--- src/rtl/unidade_controle_fsm_pkg.sv ---
// ---------------------------------------------------------------------------
// unidade_controle_fsm_pkg
// Shared definitions for the processor control unit: opcode constants for the
// {opcode, X, Y} instruction layout and the T-step encoding that the unit
// exposes on its Tstep output.
// ---------------------------------------------------------------------------
package unidade_controle_fsm_pkg;

  // Opcodes (3-bit reference encoding; widened/narrowed by the top to OP_BITS)
  localparam logic [2:0] OP_MV   = 3'b000;
  localparam logic [2:0] OP_MVI  = 3'b001;
  localparam logic [2:0] OP_ADD  = 3'b010;
  localparam logic [2:0] OP_SUB  = 3'b011;
  localparam logic [2:0] OP_MVNZ = 3'b110;

  // T-step encoding, visible directly on Tstep
  typedef enum logic [1:0] {
    T0 = 2'b00,
    T1 = 2'b01,
    T2 = 2'b10,
    T3 = 2'b11
  } step_t;

endpackage

--- src/rtl/unidade_controle_fsm_decode_n_onehot.sv ---
// ---------------------------------------------------------------------------
// decode_n_onehot
// Binary-to-one-hot decoder with enable. A select value with no matching
// output bit (i_sel >= NUM_REGS) yields an all-zero result.
// Ports:
//   i_en      enable; 0 forces all outputs low
//   i_sel     SEL_BITS binary select
//   o_onehot  NUM_REGS one-hot result
// ---------------------------------------------------------------------------
module decode_n_onehot #(
  parameter int SEL_BITS = 3,
  parameter int NUM_REGS = 8
) (
  input  logic                i_en,
  input  logic [SEL_BITS-1:0] i_sel,
  output logic [NUM_REGS-1:0] o_onehot
);

  always_comb begin
    o_onehot = '0;
    for (int i = 0; i < NUM_REGS; i++) begin
      o_onehot[i] = i_en && (i_sel == SEL_BITS'(i));
    end
  end

endmodule

--- src/rtl/unidade_controle_fsm.sv ---
// ---------------------------------------------------------------------------
// unidade_controle_fsm
// Control unit for the simple bus processor. Runs its own T0..T3 step
// sequence, decodes {opcode, X, Y} instructions (mv, mvi, add, sub, mvnz,
// everything else a NOP) and drives the datapath enables. Counts retired
// instructions.
//
// Start/complete protocol: Run is a request sampled only in T0; when Run=1
// in T0 the instruction is fetched (IRin/DINout) and then always runs to
// completion. Done marks the last step; the following edge returns to T0 and
// bumps InstrCount. Run held high gives back-to-back instructions.
//
// Ports:
//   Clock, Resetn         clock, async active-low reset
//   Run                   start request
//   Instrucao             IR contents {opcode, X, Y}
//   GNZ                   G non-zero flag
//   IRin, DINout          fetch / immediate bus drive
//   Rin, Rout             one-hot register write / bus-drive enables
//   Ain, Gin, Gout        accumulator and result register controls
//   AddSub                ALU mode (0 add, 1 sub)
//   Done                  last step of the current instruction
//   Tstep                 current step (state register, for observation)
//   InstrCount            retired instruction count (wraps)
// ---------------------------------------------------------------------------
module unidade_controle_fsm
  import unidade_controle_fsm_pkg::*;
#(
  parameter int NUM_REGS = 8,
  parameter int SEL_BITS = 3,
  parameter int OP_BITS  = 3,
  parameter int CNT_BITS = 16
) (
  input  logic                          Clock,
  input  logic                          Resetn,
  input  logic                          Run,
  input  logic [OP_BITS+2*SEL_BITS-1:0] Instrucao,
  input  logic                          GNZ,
  output logic                          IRin,
  output logic                          DINout,
  output logic [NUM_REGS-1:0]           Rin,
  output logic [NUM_REGS-1:0]           Rout,
  output logic                          Ain,
  output logic                          Gin,
  output logic                          Gout,
  output logic                          AddSub,
  output logic                          Done,
  output logic [1:0]                    Tstep,
  output logic [CNT_BITS-1:0]           InstrCount
);

  localparam int IW = OP_BITS + 2*SEL_BITS;

  step_t               r_step;
  step_t               w_step_nxt;
  logic [CNT_BITS-1:0] r_count;

  logic [OP_BITS-1:0]  w_op;
  logic [SEL_BITS-1:0] w_x;
  logic [SEL_BITS-1:0] w_y;
  logic [NUM_REGS-1:0] w_x_oh;
  logic [NUM_REGS-1:0] w_y_oh;

  // Which register field feeds which bus this step
  logic w_rin_x;
  logic w_rout_x;
  logic w_rout_y;
  logic w_done;

  assign w_op = Instrucao[IW-1 -: OP_BITS];
  assign w_x  = Instrucao[2*SEL_BITS-1 -: SEL_BITS];
  assign w_y  = Instrucao[SEL_BITS-1:0];

  decode_n_onehot #(.SEL_BITS(SEL_BITS), .NUM_REGS(NUM_REGS)) u_dec_x (
    .i_en     (w_rin_x | w_rout_x),
    .i_sel    (w_x),
    .o_onehot (w_x_oh)
  );

  decode_n_onehot #(.SEL_BITS(SEL_BITS), .NUM_REGS(NUM_REGS)) u_dec_y (
    .i_en     (w_rout_y),
    .i_sel    (w_y),
    .o_onehot (w_y_oh)
  );

  // State and retired-instruction counter
  always_ff @(posedge Clock or negedge Resetn) begin
    if (!Resetn) begin
      r_step  <= T0;
      r_count <= '0;
    end else begin
      r_step <= w_step_nxt;
      if (w_done) r_count <= r_count + CNT_BITS'(1);
    end
  end

  // Next-step and control decode
  always_comb begin
    w_step_nxt = r_step;
    IRin       = 1'b0;
    DINout     = 1'b0;
    Ain        = 1'b0;
    Gin        = 1'b0;
    Gout       = 1'b0;
    AddSub     = 1'b0;
    w_rin_x    = 1'b0;
    w_rout_x   = 1'b0;
    w_rout_y   = 1'b0;
    w_done     = 1'b0;

    case (r_step)
      T0: begin
        IRin       = Run;
        DINout     = Run;
        w_step_nxt = Run ? T1 : T0;
      end
      T1: begin
        if (w_op == OP_BITS'(OP_MV)) begin
          w_rout_y = 1'b1;
          w_rin_x  = 1'b1;
          w_done   = 1'b1;
        end else if (w_op == OP_BITS'(OP_MVI)) begin
          DINout   = 1'b1;
          w_rin_x  = 1'b1;
          w_done   = 1'b1;
        end else if (w_op == OP_BITS'(OP_ADD) || w_op == OP_BITS'(OP_SUB)) begin
          w_rout_x   = 1'b1;
          Ain        = 1'b1;
          w_step_nxt = T2;
        end else if (w_op == OP_BITS'(OP_MVNZ)) begin
          w_rout_y = GNZ;
          w_rin_x  = GNZ;
          w_done   = 1'b1;
        end else begin
          w_done = 1'b1;  // unassigned opcode: NOP
        end
      end
      T2: begin
        w_rout_y   = 1'b1;
        Gin        = 1'b1;
        AddSub     = (w_op == OP_BITS'(OP_SUB));
        w_step_nxt = T3;
      end
      T3: begin
        Gout    = 1'b1;
        w_rin_x = 1'b1;
        w_done  = 1'b1;
      end
      default: w_step_nxt = T0;
    endcase

    if (w_done) w_step_nxt = T0;
  end

  // X decoder feeds Rout only in add/sub T1, where it is the sole bus driver
  assign Rin        = w_rin_x  ? w_x_oh : '0;
  assign Rout       = w_rout_x ? w_x_oh : w_y_oh;
  assign Done       = w_done;
  assign Tstep      = r_step;
  assign InstrCount = r_count;

endmodule

--- config.mk ---
export PLATFORM = sky130hd
export DESIGN_NAME = unidade_controle_fsm
export DESIGN_NICKNAME = d
export VERILOG_FILES = /design/src/rtl/unidade_controle_fsm_pkg.sv /design/src/rtl/unidade_controle_fsm_decode_n_onehot.sv /design/src/rtl/unidade_controle_fsm.sv
export SDC_FILE = /design/constraint.sdc
export NUM_CORES = 1
export LEC_CHECK = 0
export BUFFER_PORTS_ARGS = -buffer_cell sky130_fd_sc_hd__clkbuf_2
export CAP_MARGIN = 15
export CORE_ASPECT_RATIO = 1.2
export CORE_MARGIN = 5
export CORE_UTILIZATION = 49
export CTS_CLUSTER_SIZE = 14
export DETAILED_ROUTE_END_ITERATION = 10
export PLACE_DENSITY = 0.87
export SYNTH_ARGS = -nofsm -noshare
export SYNTH_HDL_FRONTEND = slang
export SYNTH_SLANG_ARGS = --single-unit
--- constraint.sdc ---
create_clock -name Clock -period 3.7 [get_ports Clock]
set_input_delay 0.37 -clock Clock [delete_from_list [all_inputs] [get_ports Clock]]
set_output_delay 0.37 -clock Clock [all_outputs]
set_load 0.03 [all_outputs]
==> impl_metrics.csv, run 1 <==
group,metric,value,unit
run_status,outcome,"finished, final reports clean",
yosys,yosys_warnings,0,
critical_path,cp_max_fo,8,
yosys,synth-async-reset-ratio,100,%
drt,via_per_inst,5.52,
drt,route.detailed.drc,0,
floorplanning,start_util,50.9,%
drt,first_pass_iters,5,
critical_path,reg2reg_from,"Tstep[1]",
drt,num_vias,1132,
yosys,ys_seq_area_share,38.8,%
clock_tree,cts_setup_buffers,0,
job,cap_viol_max_count,0,
critical_path,max_stage_delay,0.44,ns
drt,wl_per_cell,14.8,um
final_layout,multi_input_area,663,um2
place,port-buffer-count,53,
grt,antenna_found_initial,0,
drt,top_layer,"met4",
sta,tightest_slew,0.555,ns
clock_tree,ctsResizeCount,0,
yosys,syn_inst,120,
final_layout,seq_area,450,um2
clock_tree,ctsLongestPathBuffers,2,
clock_tree,clock-sinks,18,
sta,period_needed,2.51,ns
critical_path,startpoint,"Tstep[1]",
power,power_leakage,0.000725,uW
yosys,netlist.top_cell.by_area,"dfrtp_1",
critical_path,worstPathArrival,2.14,ns
final_layout,layout_commonest_cell,"clkbuf_2",
grt,grt_max_degree,19,
sta,hold-worst-slack,0.460,ns
worst_hold_path,hold_path.class,"input pin to flip-flop",
clock_tree,cts_root_buf,"clkbuf_4",
yosys,synth_edf_count,0,
critical_path,start_kind,"flip-flop",
clock_tree,cts_made_buffers,3,
grt,grt_overflow,0,
sta,finalHoldViolCount,0,
sta,slew_viol_final,0,
yosys,synth_nets,138,
sta,slew_headroom,63.0,%
clock_tree,hold_buffers,1,
critical_path,crit_required,3.33,ns
floorplanning,die_w,54.5,um
critical_path,cp_slowest_cell,"dfrtp_1",
drt,wirelength,3.03,mm
floorplanning,io_pins,54,
power,finalPower,962,uW
drt,drt_iter0_drc,29,
final_layout,diodes,0,
floorplanning,die_h,63.4,um
clock_tree,htree_num_levels,1,
clock_tree,clkLatencyLatePin,0.29,ns
yosys,ys_top_cells_by_area,"dfrtp_1, xnor2_1, o32ai_1",
critical_path,rr_worst_depth,5,
critical_path,critPathKind,"flip-flop to output pin",
yosys,netlist.area_leader.share,38.8,%
sta,skew,0.00231,ns
critical_path,r2r_end,"InstrCount[1]",
sta,fin_crit_sh,67.9,%
place,post-dp-hpwl,2.50,mm
critical_path,cp_cell_sequence,"inv_1 -> ha_1 -> inv_2 -> a211oi_2 -> o22ai_2 -> o32ai_1 -> clkbuf_2",
sta,grt_setup_unrepaired,"false",
final_layout,nets,193,
final_layout,fill_cells,202,
final_layout,final_core_util,65.3,%
drt,dr_wl_met2,1.71,mm
drt,antenna_left,0,
sta,fmax,398,MHz
grt,grt_pass1_wl,4.98,mm
yosys,netlist_area,1160,um2
final_layout,areaGrowthSynthToFinish,28.2,%
sta,setup_violations,0,
final_layout,final_cell_count_no_fill,205,
floorplanning,core,2280,um2
yosys,synth_ff_type,"dfrtp_1",
place,place.gp.congestion,0.820,
final_layout,layout-drive-gt1-share,37.4,%
place,dp.cells,200,
power,p_per_area,646,nW/um2
final_layout,mostFrequentLayoutCells,"clkbuf_2, dfrtp_1, xnor2_1",
critical_path,r2r_slack,1.84,ns
grt,grt_usage,19.0,%
critical_path,cp-endpoint,"Rout[7]",
critical_path,cp-end-kind,"output pin",
grt,grt_pass1_vias,1160,
clock_tree,clk_pin_slew,0.10,ns
floorplanning,dieArea,3450,um2
drt,met3_length,223,um
drt,wl_met1,1.06,mm
clock_tree,cts_tree,"yes",
yosys,yosysUniqueCellTypes,34,
sta,fin_setup_tns,0,ns
power,irDropWorstVdd,0.372,mV
yosys,ys_ff_latch,18,
floorplanning,num_rows,19,
yosys,avgSynthCellArea,9.69,um2
[power by group]
group / internal (uW) / switching, uW / leakage (uW)
sequential: 239 / 62.5 / 0.000239
clock: 60.0 / 58.4 / 0.0000210
combinational: 165 / 377 / 0.000466
[sequential cells by signal (all words and copies together), names as in the netlist]
register / count
InstrCount: 16
Tstep: 2
[critical path, delay by kind of cell, from the launching register on]
family                     cells  cell delay, ns
AOI/OAI and AO/OA              3            0.70
adders and majority gates      1            0.25
buffers and inverters          3            0.45
DFF                            1            0.44
[cells by family after synthesis]
group	synth area share, %
and+or+nand+nor	25.2
DFF	38.8
AOI/OAI and AO/OA	13.3
muxes	1.83
buffers and inverters	4.20
xor gates and xnor gates	11.3
adders and majority gates	5.38
[synth_stat cells (2+ instances only)]
cell type / instances
dfrtp_1: 18
xnor2_1: 14
nand4_1: 10
o32ai_1: 8
inv_1: 6
nand2_1: 6
nand2b_1: 6
ha_1: 5
nor2_1: 5
a21oi_1: 4
nor3_1: 4
nor3b_1: 4
and3_1: 3
and4_1: 3
and2_1: 2
buf_4: 2
nand3_1: 2
or2_2: 2
[worst min-delay path by stage]
| stage | depth (start not counted) | startpoint | to |
|---|---|---|---|
| finish | 5 | Run | Tstep[0] |
| detailed placement | 1 | Resetn | InstrCount[15] |
| CTS | 5 | Run | Tstep[0] |
| global route | 5 | Run | Tstep[0] |
| global placement | 1 | Resetn | InstrCount[7] |
| floorplan | 0 | Resetn | InstrCount[0] |
[final cells by class]
type	count	share of cell area, %
clock buffer	4	2.43
inverter	7	1.76
multi-input combinational	91	44.5
sequential	18	30.2
tap	31	2.60
timing repair buffer	54	18.5
[routing by layer]
metal	global-route usage (%)	vias up
met5	0	-
met2	37.4	40
li1	-	549
met1	17.5	541
met4	7.48	0
met3	3.54	2
[stage by stage]
stage               cell area (um2)  setup WS, ns
finish                         1490          1.19
global route                   1490         0.997
CTS                            1490          1.18
detailed placement             1440          1.53
global placement               1440          1.64
floorplan                      1160          1.05
No activity file was read; power rests on OpenSTA's default activity.
==> run 2: changes to the inputs <==
--- a/config.mk
+++ b/config.mk
@@ -9,10 +9,10 @@
 export CAP_MARGIN = 15
 export CORE_ASPECT_RATIO = 1.2
 export CORE_MARGIN = 5
-export CORE_UTILIZATION = 49
+export CORE_UTILIZATION = 41
 export CTS_CLUSTER_SIZE = 14
 export DETAILED_ROUTE_END_ITERATION = 10
-export PLACE_DENSITY = 0.87
+export PLACE_DENSITY = 0.78
 export SYNTH_ARGS = -nofsm -noshare
 export SYNTH_HDL_FRONTEND = slang
 export SYNTH_SLANG_ARGS = --single-unit
==> constraint.sdc (replaced) <==
create_clock -name Clock -period 2.29 [get_ports Clock]
set_input_delay 0.229 -clock Clock [delete_from_list [all_inputs] [get_ports Clock]]
set_output_delay 0.229 -clock Clock [all_outputs]
set_load 0.03 [all_outputs]
==> impl_metrics.csv, run 2 (synthesis results as in run 1) <==
group,metric,value,unit
run_status,outcome,"finished, final reports clean",
power,irDropWorstVdd,0.639,mV
power,intPower,809,uW
power,power_leakage,0.000745,uW
power,p_sw,887,uW
critical_path,start_kind,"flip-flop",
drt,drt_iter0_drc,49,
sta,hold-worst-slack,0.351,ns
final_layout,layout-drive-gt1-share,45.1,%
critical_path,cp-end-kind,"output pin",
job,cap_viol_max_count,0,
floorplanning,die_w,58.6,um
power,p_clk_share,11.7,%
floorplanning,start_util,42.1,%
worst_hold_path,worstHoldStart,"Run",
sta,skew,0.00742,ns
grt,grt_usage,16.8,%
clock_tree,ctsLongestPathBuffers,2,
place,port-buffer-count,53,
final_layout,nets,194,
floorplanning,dieArea,4000,um2
critical_path,startpoint,"Tstep[1]",
sta,slew_viol_final,0,
floorplanning,core,2760,um2
final_layout,diodes,0,
clock_tree,clkLatencyLatePin,0.30,ns
power,p_comb_share,59.4,%
clock_tree,clock-sinks,18,
clock_tree,clk_pin_slew,0.11,ns
drt,wirelength,3.28,mm
critical_path,worstPathArrival,1.98,ns
drt,route.detailed.drc,0,
clock_tree,cts_made_buffers,3,
final_layout,areaGrowthSynthToFinish,39.9,%
final_layout,largest_reg_flops,16,
power,p_per_area,1040,nW/um2
sta,slew_headroom,62.6,%
drt,wl_per_cell,15.7,um
place,post-dp-hpwl,2.46,mm
clock_tree,cts_tree,"yes",
sta,period_needed,2.21,ns
critical_path,critPathKind,"flip-flop to output pin",
clock_tree,cts_root_buf,"clkbuf_4",
floorplanning,num_rows,21,
power,pwr-share-seq,28.9,%
drt,via_per_inst,5.62,
final_layout,mostFrequentLayoutCells,"clkbuf_2, dfrtp_1, xnor2_1",
floorplanning,io_pins,54,
drt,first_pass_iters,4,
power,switching_share,52.3,%
sta,fmax,452,MHz
critical_path,reg2reg_from,"Tstep[1]",
final_layout,final_core_util,59.0,%
sta,finalHoldViolCount,0,
grt,grt_pass1_wl,5.18,mm
clock_tree,htree_num_levels,1,
drt,antenna_left,0,
grt,grt_pass1_vias,1225,
grt,grt_overflow,0,
floorplanning,die_h,68.3,um
sta,fin_crit_sh,96.6,%
final_layout,layout_commonest_cell,"clkbuf_2",
critical_path,crit_required,2.06,ns
grt,antenna_found_initial,0,
worst_hold_path,hold_path.class,"input pin to flip-flop",
power,finalPower,1700,uW
drt,num_vias,1174,
sta,setup_violations,0,
place,place.gp.congestion,0.842,
grt,grt_max_degree,19,
sta,tightest_slew,0.561,ns
critical_path,cp_max_fo,8,
run 2: worst paths after layout:
path / end / slack [ns] / cells past startpoint
max: Rout[3] / 0.08 / 7
min: Tstep[0] / 0.35 / 5
max reg2reg: InstrCount[1] / 0.54 / 5
min reg2reg: InstrCount[15] / 0.49 / 1
max in group asynchronous: Tstep[0] / 1.56 / 2
min in group asynchronous: InstrCount[7] / 0.39 / 2
run 2: per-stage QoR:
stage          worst slack (ns)  setup TNS (ns)  cell area, um2  std cells
3_5_place_dp              0.217               0            1450        203
5_1_grt                 -0.0195         -0.0195            1630        209
2_1_floorplan            -0.216           -1.73            1160        120
3_3_place_gp              0.323               0            1450        203
6_report                 0.0788               0            1630        209
4_1_cts                 0.00823               0            1560        209
run 2: metal layers:
metal,wire [um],global-route usage [%],vias to the layer above
met5,0,0,-
met4,92,8.22,0
met3,301,4.15,7
met2,1660,31.7,56
met1,1230,17.1,560
li1,-,-,551
run 2: critical path: stages, from the launching register on:
cell and delay (ns):
dfrtp_1 0.44, inv_2 0.10, ha_4 0.17, inv_2 0.07, a211oi_4 0.20, o22ai_4 0.17, o32ai_2 0.32, buf_4 0.21
run 2: final cells by class:
type | instances | area, um2
clock buffer | 4 | 36.3
tap | 34 | 42.5
fill | 236 | 1130
inverter | 7 | 26.3
sequential | 18 | 452
timing repair buffer | 55 | 303
multi-input combinational | 91 | 767
run 2: power by group through the flow:
stage / combinational (uW) / clock, uW / sequential, uW
6_report: 1010 / 198 / 490
5_1_grt: 1090 / 211 / 502
4_1_cts: 963 / 204 / 484
3_5_place_dp: 887 / 0 / 491
3_3_place_gp: 851 / 0 / 481
2_1_floorplan: 541 / 0 / 590
run 2: what timing repair did:
item,in CTS,in global routing
hold buffers,1,0
hold endpoints to repair,18,0
buffers inserted,1,0
pin swaps,0,4
resized for setup,11,22
setup endpoints to repair,8,8
==> run 3: changes to the inputs <==
==> constraint.sdc (replaced) <==
create_clock -name Clock -period 2.29 [get_ports Clock]
set_input_delay 0.1145 -clock Clock [delete_from_list [all_inputs] [get_ports Clock]]
set_output_delay 0.1145 -clock Clock [all_outputs]
set_load 0.03 [all_outputs]
==> impl_metrics.csv, run 3 (synthesis results as in run 1) <==
group,metric,value,unit
sta,finalHoldViolCount,0,
floorplanning,core,2760,um2
floorplanning,io_pins,54,
final_layout,multi_input_area,668,um2
power,irDropWorstVdd,0.665,mV
critical_path,worstPathArrival,2.12,ns
sta,grt_setup_unrepaired,"true",
clock_tree,ctsLongestPathBuffers,2,
critical_path,cp_slowest_cell,"dfrtp_1",
floorplanning,num_rows,21,
sta,tightest_slew,0.548,ns
grt,grt_overflow,0,
clock_tree,cts_tree,"yes",
floorplanning,die_h,68.3,um
drt,wirelength,3.03,mm
final_layout,seq_area,450,um2
floorplanning,dieArea,4000,um2
sta,setup_violations,0,
grt,grt_pass1_vias,1167,
drt,via_per_inst,5.46,
power,finalPower,1570,uW
clock_tree,clkLatencyLatePin,0.30,ns
grt,grt_max_degree,19,
critical_path,crit_required,2.18,ns
place,dpl_cell_area,1450,um2
clock_tree,cts_root_buf,"clkbuf_4",
critical_path,cp_num_buf_inv,3,
place,port-buffer-count,53,
critical_path,cp-end-kind,"output pin",
final_layout,nets,193,
final_layout,areaGrowthSynthToFinish,30.7,%
sta,slew_viol_final,0,
critical_path,critPathKind,"flip-flop to output pin",
job,cap_viol_max_count,0,
worst_hold_path,hold_path.class,"input pin to flip-flop",
sta,fmax,448,MHz
critical_path,max_stage_delay,0.45,ns
place,place.gp.congestion,0.842,
final_layout,stdcell_area,1520,um2
final_layout,layout-drive-gt1-share,38.5,%
floorplanning,start_util,42.1,%
place,post-dp-hpwl,2.39,mm
final_layout,diodes,0,
drt,first_pass_iters,4,
final_layout,largest_reg_flops,16,
sta,period_needed,2.23,ns
drt,antenna_left,0,
grt,antenna_found_initial,0,
critical_path,cp_max_fo,8,
drt,num_vias,1135,
drt,route.detailed.drc,0,
power,p_per_area,1040,nW/um2
sta,fin_crit_sh,97.5,%
drt,drt_iter0_drc,43,
clock_tree,clock-sinks,18,
floorplanning,die_w,58.6,um
critical_path,cp_cell_sequence,"inv_1 -> ha_2 -> inv_2 -> a211oi_2 -> o22ai_2 -> o32ai_1 -> buf_4",
critical_path,start_kind,"flip-flop",
grt,grt_pass1_wl,4.93,mm
power,power_leakage,0.000728,uW
clock_tree,clk_pin_slew,0.11,ns
sta,slew_headroom,63.5,%
clock_tree,cts_made_buffers,3,
clock_tree,htree_num_levels,1,
run_status,outcome,"finished, final reports clean",
sta,skew,0.0112,ns
final_layout,fill_cells,252,
critical_path,crit_family,"compound AO/OA/AOI/OAI gates",
final_layout,mostFrequentLayoutCells,"clkbuf_2, dfrtp_1, xnor2_1",
drt,wl_per_cell,14.6,um
clock_tree,cts_setup_buffers,0,
grt,grt_usage,15.9,%
final_layout,layout_commonest_cell,"clkbuf_2",
## run 3: repair_timing
action | CTS | global route
setup endpoints to repair | 0 | 8
resized for setup | 0 | 18
endpoints found under the hold margin | 18 | 0
hold buffers | 1 | 0
## run 3: worst paths after layout
| path | slack, ns | depth (start not counted) | start | to |
|---|---|---|---|---|
| max in group asynchronous | 1.70 | 2 | Resetn | InstrCount[1] |
| min | 0.23 | 5 | Run | Tstep[0] |
| max | 0.06 | 7 | Tstep[1] | Rout[6] |
| min reg2reg | 0.49 | 1 | InstrCount[15] | InstrCount[15] |
| min in group asynchronous | 0.27 | 2 | Resetn | InstrCount[3] |
| max reg2reg | 0.48 | 5 | Tstep[1] | InstrCount[1] |
## run 3: power by group
group          internal (uW)  leakage [uW]  switching (uW)  total, uW
sequential               387      0.000239             102        489
combinational            279      0.000469             608        887
clock                   97.0     0.0000210             101        198
## run 3: worst min-delay path: stages
cell and delay [ns]:
clkbuf_2 0.08, mux2i_1 0.06, nor2_1 0.09, a21oi_1 0.05, nor2_1 0.09
## run 3: layout make-up
type,instances,area share (%)
Clock buffer,4,2.39
Inverter,7,1.73
Multi-Input combinational cell,91,44.0
Sequential cell,18,29.7
Tap cell,34,2.80
Timing Repair Buffer,54,19.4
## run 3: through the flow
step	TNS [ns]	setup WS [ns]	hold slack [ns]	utilization (%)	cells
after global placement	0	0.438	0.0647	52.5	203
after CTS	0	0.0209	0.223	54.1	208
final	0	0.0576	0.228	55.1	208
after global routing	-0.228	-0.0623	0.271	55.1	208
after detailed placement	0	0.368	0.0856	52.5	203
after floorplan	-0.812	-0.101	-0.181	-	120
## run 3: metal layers
layer	global-route usage (%)	vias to the layer above	wire length, um
li1	-	549	-
met1	17.1	523	1200
met2	28.1	55	1440
met3	4.15	8	302
met4	9.35	0	89
met5	0	-	0
